`config.mk`:
```
export PLATFORM = sky130hd
export DESIGN_NAME = uart_tx
export DESIGN_NICKNAME = d
export VERILOG_FILES = /design/src/rtl/uart_pkg.sv /design/src/rtl/uart_tx_bitcnt.sv /design/src/rtl/uart_tx.sv
export SDC_FILE = /design/constraint.sdc
export NUM_CORES = 1
export LEC_CHECK = 0
export CORE_MARGIN = 4
export CORE_UTILIZATION = 50
export DETAILED_ROUTE_END_ITERATION = 10
export PLACE_DENSITY = 0.78
export SLEW_MARGIN = 15
export SYNTH_ARGS = -nofsm -noshare
export SYNTH_HDL_FRONTEND = slang
export SYNTH_SLANG_ARGS = --single-unit
```
`constraint.sdc`:
```
create_clock -name clk -period 2.6 [get_ports clk]
set_clock_uncertainty 0.2 [all_clocks]
set_input_delay 0.65 -clock clk [delete_from_list [all_inputs] [get_ports clk]]
set_output_delay 0.65 -clock clk [all_outputs]
set_load 0.01 [all_outputs]
```
`src/rtl/uart_pkg.sv`:
```
// Shared UART definitions: transmit FSM encoding and frame constants, also used by the receive side.
// ST_PARITY exists only when UART_TX_PARITY_EN is defined.
package uart_pkg;

  localparam int   FRAME_BITS_NOPAR = 10;
  localparam int   FRAME_BITS_PAR   = 11;
  localparam logic LINE_IDLE        = 1'b1;
  localparam logic START_BIT        = 1'b0;

  typedef enum logic [2:0] {
    ST_IDLE   = 3'd0,
    ST_START  = 3'd1,
    ST_DATA   = 3'd2,
`ifdef UART_TX_PARITY_EN
    ST_PARITY = 3'd3,
`endif
    ST_STOP   = 3'd4
  } tx_state_t;

endpackage

```
`src/rtl/uart_tx_bitcnt.sv`:
```
// Transmit-side sample counter and frame bit counter; mirrors the receive bit counter.
// bit_end fires on the enable tick that closes the current bit.
module uart_tx_bitcnt
  import uart_pkg::*;
#(
  parameter int OVERSAMPLE = 16,
  parameter int FRAME_BITS = FRAME_BITS_NOPAR
) (
  input  logic       clk,
  input  logic       rst,
  input  logic       enable,
  input  logic       clear,
  input  logic       run,
  output logic       bit_end,
  output logic [3:0] bit_cnt
);

  localparam logic [3:0] SAMPLE_LAST = 4'(OVERSAMPLE - 1);
  localparam logic [3:0] BIT_LAST    = 4'(FRAME_BITS - 1);

  logic [3:0] sample_q, sample_d;
  logic [3:0] bit_cnt_q, bit_cnt_d;

  assign bit_end = run && enable && (sample_q == SAMPLE_LAST);
  assign bit_cnt = bit_cnt_q;

  // The bit index wraps to 0 at the stop-bit end so an idle line reads as bit 0.
  always_comb begin
    sample_d  = sample_q;
    bit_cnt_d = bit_cnt_q;
    if (clear) begin
      sample_d  = '0;
      bit_cnt_d = '0;
    end else if (bit_end) begin
      sample_d  = '0;
      bit_cnt_d = (bit_cnt_q == BIT_LAST) ? 4'd0 : bit_cnt_q + 4'd1;
    end else if (run && enable) begin
      sample_d = sample_q + 4'd1;
    end
  end

  always_ff @(posedge clk or negedge rst) begin
    if (!rst) begin
      sample_q  <= '0;
      bit_cnt_q <= '0;
    end else begin
      sample_q  <= sample_d;
      bit_cnt_q <= bit_cnt_d;
    end
  end

endmodule

```
`src/rtl/uart_tx.sv`:
```
// UART transmitter: start bit, DATA_W data bits LSB first, optional even parity, stop bit.
// Define UART_TX_PARITY_EN to insert the parity bit (11-bit frame instead of 10).
module uart_tx
  import uart_pkg::*;
#(
  parameter int DATA_W     = 8,
  parameter int OVERSAMPLE = 16
) (
  input  logic              clk,
  input  logic              rst,
  input  logic              enable,
  input  logic              tx_start,
  input  logic [DATA_W-1:0] tx_data,
  output logic              tx,
  output logic              busy,
  output logic              tx_done,
  output logic [3:0]        bit_cnt
);

`ifdef UART_TX_PARITY_EN
  localparam int FRAME_BITS = DATA_W + 3;
`else
  localparam int FRAME_BITS = DATA_W + 2;
`endif
  localparam logic [3:0] DATA_LAST = 4'(DATA_W);

  tx_state_t         state_q, state_d;
  logic [DATA_W-1:0] shift_q, shift_d;
  logic              tx_q, tx_d;
  logic              busy_q, busy_d;
  logic              done_q, done_d;
  logic              accept;
  logic              bit_end;
`ifdef UART_TX_PARITY_EN
  logic              parity_q, parity_d;
`endif

  uart_tx_bitcnt #(
    .OVERSAMPLE (OVERSAMPLE),
    .FRAME_BITS (FRAME_BITS)
  ) u_bitcnt (
    .clk     (clk),
    .rst     (rst),
    .enable  (enable),
    .clear   (accept),
    .run     (busy_q),
    .bit_end (bit_end),
    .bit_cnt (bit_cnt)
  );

  // Every transition except acceptance waits for bit_end, so enable=0 freezes the frame.
  always_comb begin
    state_d = state_q;
    shift_d = shift_q;
    tx_d    = tx_q;
    busy_d  = busy_q;
    done_d  = 1'b0;
    accept  = 1'b0;
`ifdef UART_TX_PARITY_EN
    parity_d = parity_q;
`endif
    case (state_q)
      ST_IDLE: begin
        if (tx_start) begin
          accept  = 1'b1;
          shift_d = tx_data;
          tx_d    = START_BIT;
          busy_d  = 1'b1;
          state_d = ST_START;
`ifdef UART_TX_PARITY_EN
          parity_d = ^tx_data;
`endif
        end
      end
      ST_START: begin
        if (bit_end) begin
          tx_d    = shift_q[0];
          shift_d = shift_q >> 1;
          state_d = ST_DATA;
        end
      end
      ST_DATA: begin
        if (bit_end) begin
          if (bit_cnt == DATA_LAST) begin
`ifdef UART_TX_PARITY_EN
            tx_d    = parity_q;
            state_d = ST_PARITY;
`else
            tx_d    = LINE_IDLE;
            state_d = ST_STOP;
`endif
          end else begin
            tx_d    = shift_q[0];
            shift_d = shift_q >> 1;
          end
        end
      end
`ifdef UART_TX_PARITY_EN
      ST_PARITY: begin
        if (bit_end) begin
          tx_d    = LINE_IDLE;
          state_d = ST_STOP;
        end
      end
`endif
      ST_STOP: begin
        if (bit_end) begin
          state_d = ST_IDLE;
          busy_d  = 1'b0;
          done_d  = 1'b1;
        end
      end
      default: begin
        state_d = ST_IDLE;
        tx_d    = LINE_IDLE;
        busy_d  = 1'b0;
      end
    endcase
  end

  always_ff @(posedge clk or negedge rst) begin
    if (!rst) begin
      state_q <= ST_IDLE;
      shift_q <= '0;
      tx_q    <= LINE_IDLE;
      busy_q  <= 1'b0;
      done_q  <= 1'b0;
`ifdef UART_TX_PARITY_EN
      parity_q <= 1'b0;
`endif
    end else begin
      state_q <= state_d;
      shift_q <= shift_d;
      tx_q    <= tx_d;
      busy_q  <= busy_d;
      done_q  <= done_d;
`ifdef UART_TX_PARITY_EN
      parity_q <= parity_d;
`endif
    end
  end

  assign tx      = tx_q;
  assign busy    = busy_q;
  assign tx_done = done_q;

endmodule

```
# [After elaboration in Yosys (flattened, before gate mapping)]
# Cells that the tools add are included.
[totals] regBits=22 latch_bits=0 ram_bits=0 rom_bits=0 inputBits=12 out_inout_bits=7 wordCells=63 mem_count=0
[op_classes] addsub=2 mul=0 div_mod_pow=0 order_cmp=0 n_eq_ne=12 shift=0 muxes=29 bitwise=2 n_reduce_logical=11
[ops] operator="$mux W8" count=4
[ops] operator="$mux W4" count=6
[ops] operator="$pmux W8 S3" count=1
[ops] operator="$mux W3" count=5
[ops] operator="$eq A4 B4 Y1 const B" count=3
[ops] operator="$ne A2 B2 Y1 const B" count=6
[ops] operator="$pmux W3 S4" count=1
[ops] operator="$mux W1" count=10
[ops] operator="$reduce_and A5 Y1" count=2
[ops] operator="$add A4 B1 Y4 const B" count=2
[ops] operator="$reduce_bool A3 Y1" count=2
[ops] operator="$pmux W1 S4" count=1
[ops] operator="$reduce_and A4 Y1" count=1
[ops] operator="$eq A3 B1 Y1 const B" count=1
[ops] operator="$eq A3 B2 Y1 const B" count=1
[ops] operator="$eq A3 B3 Y1 const B" count=1
[ops] operator="$logic_not A3 Y1" count=1
[ops] operator="$pmux W1 S3" count=1
[ops] operator="$reduce_and A3 Y1" count=1
[ops] operator="$logic_and A1 B1 Y1" count=2
[ops] operator="$not A1 Y1" count=2
[ops] operator="$reduce_bool A2 Y1" count=1
[ops] operator="$reduce_or A2 Y1" count=1

# [Depth between registers and ports, before layout]
[logic_depth] word_depth=4 ltp_mapped=6

# [Cells and area by module]
# Synthesis repeated with hierarchy kept, for this count alone.
[hier_totals] hier_cells=116 hier_area_um2=1226.2
[modules_own_cells] module="uart_tx" n_inst=1 cells_each=67 area_each_um2=767.0 seq_area_each_um2=351.6
[modules_own_cells] module="uart_tx_bitcnt" n_inst=1 cells_each=49 area_each_um2=459.2 seq_area_each_um2=200.2

# [Least setup slack after synthesis]
# OpenSTA, ideal clock, no wires.
[synth_path] path_type="in2reg" startpoint="in enable" endpoint="reg tx_q, in the netlist tx" setup_ps=82 arrival_time_ps=1804 required_time_ps=2318 path_slack_ps=514 path_stages=6 n_path_buf=2 path_cell_list="and3_1 clkbuf_4 and2_1 clkbuf_2 o31ai_1 mux2_2"
[synth_via] elab_chain_cells=4 word_cells_on_any_way=5 classes_between="eq/ne (2); reduce/logical (3)"
[synth_lines] element="from (decl)" line_no="uart_tx.sv:11" rtl="input logic enable,"
[synth_lines] element="$logic_and A1 B1 Y1 * (2 in a row)" line_no="uart_tx_bitcnt.sv:24" rtl="assign bit_end = run && enable && (sample_q == SAMPLE_LAST);"
[synth_lines] element="$ne A2 B2 Y1 (no source line)"
[synth_lines] element="$reduce_and A4 Y1 (no source line) *"
[synth_lines] element="to (signal assigned)" line_no="uart_tx.sv:134" rtl="tx_q <= tx_d;"
[synth_lines] element="to (decl)" line_no="uart_tx.sv:29" rtl="logic tx_q, tx_d;"
# Mark *: on every way between the ends. The rest lies on a longest branch, timed or not.
# A chain may end at the register's enable or synchronous reset.

# [Worst setup path in the final report]
[layout_path] startpoint="in enable" endpoint="reg shift_q[2]"
[layout_via] elab_chain_cells=4 word_cells_on_any_way=5 classes_between="eq/ne (2); reduce/logical (3)"
[layout_lines] element="$logic_and A1 B1 Y1 * (2 in a row)" line_no="uart_tx_bitcnt.sv:24"
[layout_lines] element="$ne A2 B2 Y1 (no source line)"
[layout_lines] element="$reduce_and A5 Y1 (no source line) *"
[layout_lines] element="to (signal assigned)" line_no="uart_tx.sv:133" rtl="shift_q <= shift_d;"
[layout_lines] element="to (decl)" line_no="uart_tx.sv:28" rtl="logic [DATA_W-1:0] shift_q, shift_d;"
# Marks and branches as above.

==> metrics <==
multi-input gate area in the final layout=around 600 µm²; worst-margin pin slew=between 0.4 and 0.5 ns; Synth area leaders=dfrtp_1, mux2_2, a21oi_1; total length of routed wires=2310 µm; worst setup margin=about 0.32 ns; Bufs on Longest Clock Path=2; Crit Path Class=input port to flop; # clock sinks=22; setup bufs post-CTS=0; clk slew on worst S/H paths=0.11 ns; Tightest Hold Check Type=flop to flop; Critical Path Fanout Max=8; most frequent cells in the layout=dfrtp_1, clkdlybuf4s50_1, mux2_2; drt pass-1 iters=4; Std-Cell Rows=17; max_slew headroom=0.666; Cell Pwr Density=~830 nW/µm²; Final Max Tran Viols=0; CP required=2.60 ns; drt via density=~5.5; Final setup viols=0; area grow syn2layout=18.9%; Synth Warn #=0; post-synth top area cell=dfrtp_1; Placer Congestion=0.780; Yosys reg bits=22; final hold slack=0.319 ns; Leak=0.627 nW; share of cells above drive strength 1=0.223; H-Tree Depth=1; vias in the first global route=833; Synth Net Count=123; Max Clk Rate=439 MHz; final hold vios=0; CTS tree=yes; status=finished, final reports clean; Filler cells=~180; total CTS buffers=3; Final min period=2.28 ns; share of the synthesized area in the top cell type=0.435; die height=roughly 57 µm; Port Buffers=18; die area=3260 µm²; Inserted Diodes=0; global route overflow=0; Design Area, Final=1440 µm²; core area=2250 µm²; VDD IR max=between 500 and 600 µV; DP Area=1400 µm²; Detail Placement HPWL=1780 µm; Post-Place Worst Slack=-0.0197 ns; CTS hold repair buffers=0; crit start category=input port; Remaining DRCs=0; Tot GR Track Use=0.156; clock latency on the worst-skew pair=approximately 0.31 ns; Worst Setup End Kind=flop; final cell utilization of the core=0.637; CTS resizes=0; part of the Yosys area used for sequential elements=0.457; I/O Pins=19; 1st-iter DRT viols=11; register area=552 µm²; RSZ-0062 raised after global routing=false; most common cell after layout, fill and taps aside=dfrtp_1; Yosys cell types=36; post-route ant nets=0; Final Cycle Share=0.875; crit path DAT=2.27 ns; initial antenna violation count=0; DIE WIDTH=57.1 µm; Initial Util=0.536; Mapped Cells=110; first-pass GRT wire length=just under 4000 µm; setup TNS=0 ns; Max-Cap Viols=0; wire per inst=14.6 µm; clk root buf=clkbuf_4; pin count of the biggest net entering global routing=15; syn_area_per_cell=11.0 µm²; Synth Cell Area=around 1200 µm²; via count=866; Layout Nets=144
-- power by group --
part,switching (mW),internal [mW]
logic,0.179,0.249
clock network,0.101,0.0854
registers,0.115,0.456
-- final timing paths --
kind | start | to | slack (ns) | cells past startpoint
worst min register to register | shift_q[4] | shift_q[4] | 0.32 | 1
max in group asynchronous | rst | shift_q[4] | 1.24 | 2
worst max-delay path | enable | shift_q[2] | 0.32 | 5
min in group asynchronous | rst | u_bitcnt.sample_q[3] | 0.42 | 1
worst max register to register | u_bitcnt.sample_q[0] | shift_q[2] | 0.39 | 5
worst min-delay path | shift_q[4] | shift_q[4] | 0.32 | 1
-- cell type report --
| cell class | count | area share |
|---|---|---|
| well taps | 28 | 0.0244 |
| repair buffers | 23 | 0.152 |
| inverters | 3 | 0.00785 |
| clock buffers | 4 | 0.0253 |
| multi-input cells | 78 | 0.406 |
| flip-flops and latches | 22 | 0.384 |
-- flip-flops by register name, indices dropped and copies added (netlist names) --
register,cells
shift_q,8
tx_done,1
tx,1
u_bitcnt.sample_q,4
u_bitcnt.bit_cnt,4
state_q,3
busy,1
-- cells in the mapped netlist --
cell,number
nand2b_1,1
nor3_1,2
a21oi_1,9
a31oi_4,1
and2b_1,1
nand4b_1,3
nand4_2,1
dfstp_2,1
o21bai_1,1
clkbuf_4,1
nor2b_1,1
a211o_1,1
or4b_4,1
nand4_1,1
nand3_1,5
nor2_1,7
o31ai_1,2
ha_1,1
xor2_1,2
a2111oi_0,1
nand3b_1,1
and2_1,2
nand2_1,6
mux2_2,15
mux2i_1,1
o21ai_0,4
inv_1,3
nor4b_1,1
o311a_2,1
dfrtp_1,21
and3_1,2
buf_6,4
clkbuf_1,1
and2_0,1
xnor2_1,3
clkbuf_2,1
-- critical path, stage by stage --
cell	delay, ns
clkdlybuf4s50_1	0.47
and3_1	0.23
nand4b_1	0.19
a31oi_4	0.33
mux2_2	0.39
-- through the flow --
| step | total power, mW | instances |
|---|---|---|
| after floorplan | 0.864 | 110 |
| after global placement | 0.977 | 154 |
| after detailed placement | 1.01 | 154 |
| after CTS | 1.20 | 158 |
| after global routing | 1.28 | 158 |
| final | 1.19 | 158 |
-- routing by layer --
layer  global-route usage  routed length (µm)
met3               0.0385                  97
met5                    0                   0
met1                0.207                1070
met2                0.243                1110
met4               0.0629                  36
-- cell families after synthesis --
group,after synthesis,share of synthesized area
simple gates,36,0.174
flops,22,0.457
compound gates,20,0.114
mux,16,0.148
buf+inv,10,0.0601
xor+xnor,5,0.0363
fa+ha+maj,1,0.0104
Note: power is estimated with default switching activity, not from simulation.
==> variant (same flow settings) <==
The option `UART_TX_PARITY_EN` is turned on by a define.
--- a/src/rtl/uart_pkg.sv
+++ b/src/rtl/uart_pkg.sv
@@ -1,5 +1,7 @@
 // Shared UART definitions: transmit FSM encoding and frame constants, also used by the receive side.
 // ST_PARITY exists only when UART_TX_PARITY_EN is defined.
+`define UART_TX_PARITY_EN
+
 package uart_pkg;
 
   localparam int   FRAME_BITS_NOPAR = 10;
Formal check against the unedited RTL: no difference found for any inputs over 10 cycles, from zero or initial values and one cycle with rst low; that may be too few to reach the edited logic, so the function may still have changed.
==> variant against the original RTL <==
Combinational power grew 28%; global-route usage is 0.90 points higher; wire length rose by 6.5%; total power up 12%; synthesized cell count up 9.1%; final area increased by 8.9%; critical path depth decreased by 4; worst setup slack improved by 0.0092 ns; non-clock buffer count up 4; sequential cell count increased by 1; first-iteration DRC count grew to 3.5 times the old value; synthesized area up 6.0%; highest routed layer unchanged.
==> variant: results (changes against the original RTL) <==
Status
  – Outcome: finished clean (unchanged)

Yosys
  – Synth area leaders: dfrtp_1 43%, mux2_2 12%, xnor2_1 5.5% (was dfrtp_1 44%, mux2_2 14%, a21oi_1 3.7%)
  – Syn nets: 133 (was 123)
  – Multiplexer share of the synthesized area: 14.86% (was 14.82%)
  – #FFs+latches synth: 23 (was 22)
  – Synth cell count leaders: 22 x dfrtp_1, 14 x mux2_2, 9 x nor2_1, 8 x xnor2_1, 7 x a21oi_1 (was 21 x dfrtp_1, 15 x mux2_2, 9 x a21oi_1, 7 x nor2_1, 6 x nand2_1)
  – Complex-gate fraction of the synthesized area: 10.17% (was 11.40%)
  – Synthesized area: 0.001280 sq mm (was 0.001207 sq mm)
  – Synth Area in XOR/XNOR: 8.211% (was 3.627%)

Global route
  – Vias in the first global route: 995 (was 833)
  – Largest net degree at the start of global routing: 24 (was 15)
  – Gr usage total: 16.45% (was 15.55%)

Finish
  – Fill count: 208 (was 182)
  – Layout cell share with drive strength beyond 1: 22.38% (was 22.31%)
  – Fraction of area in multi-input gates: 42.67% (was 40.63%)
  – Fin nets: 157 (was 144)
  – Buffers outside the clock class: 27 (was 23)
  – Reg area: 576.8 sq um (was 551.8 sq um)

STA
  – Worst Tran Pin Value: 0.4252 ns (was 0.4933 ns)
  – Hold Slack: 0.3003 ns (was 0.3194 ns)

Critical path
  – Reg2reg path depth: 4 (was 5)
  – R2R setup slack: 0.44 ns (was 0.39 ns)
  – Delay of the slowest critical-path stage: 0.59 ns (was 0.47 ns)

Route
  – Detailed-route via count: 956 (was 866)
  – Routed len/inst: 14.23 um (was 14.63 um)

Placed design
  – HPWL after detailed placement: 1888 um (was 1777 um)
  – Post-DP Area: 0.001536 sq mm (was 0.001399 sq mm)
  – Pre-CTS setup slack: 0.01275 ns (was -0.01967 ns)
  – RePlAce Congestion: 0.8460 (was 0.7798)

Pwr
  – Sequential fraction of design power: 46.5% (was 48.1%)
  – Clock group: 164 uW (was 186 uW)
  – Peak supply drop: 0.4657 mV (was 0.5135 mV)
## variant: final timing paths
kind                                                 startpoint                     end
worst max-delay path            u_bitcnt.bit_cnt[0]$_DFFE_PN0P_              bit_cnt[0]
worst min-delay path                     shift_q[1]$_DFFE_PN0P_  shift_q[1]$_DFFE_PN0P_
worst max register to register  u_bitcnt.bit_cnt[0]$_DFFE_PN0P_  shift_q[3]$_DFFE_PN0P_
worst min register to register           shift_q[1]$_DFFE_PN0P_  shift_q[1]$_DFFE_PN0P_
max in group asynchronous                                   rst          tx$_DFFE_PN1P_
min in group asynchronous                                   rst  state_q[0]$_DFFE_PN0P_
## variant: stage by stage
step	std cells	power, uW	utilization, %
finish	173	1330	63.66
global route	173	1442	63.66
CTS	173	1347	63.66
detailed placement	169	1180	62.59
global placement	169	1141	62.59
floorplan	120	989.0	-
## variant: routing by layer
metal	share of wire, %	GRT usage, %	vias up
met5	0	0	-
met4	0.53	4.207	0
met3	5.6	2.851	2
met2	53	29.35	20
met1	41	20.59	463
li1	-	-	471
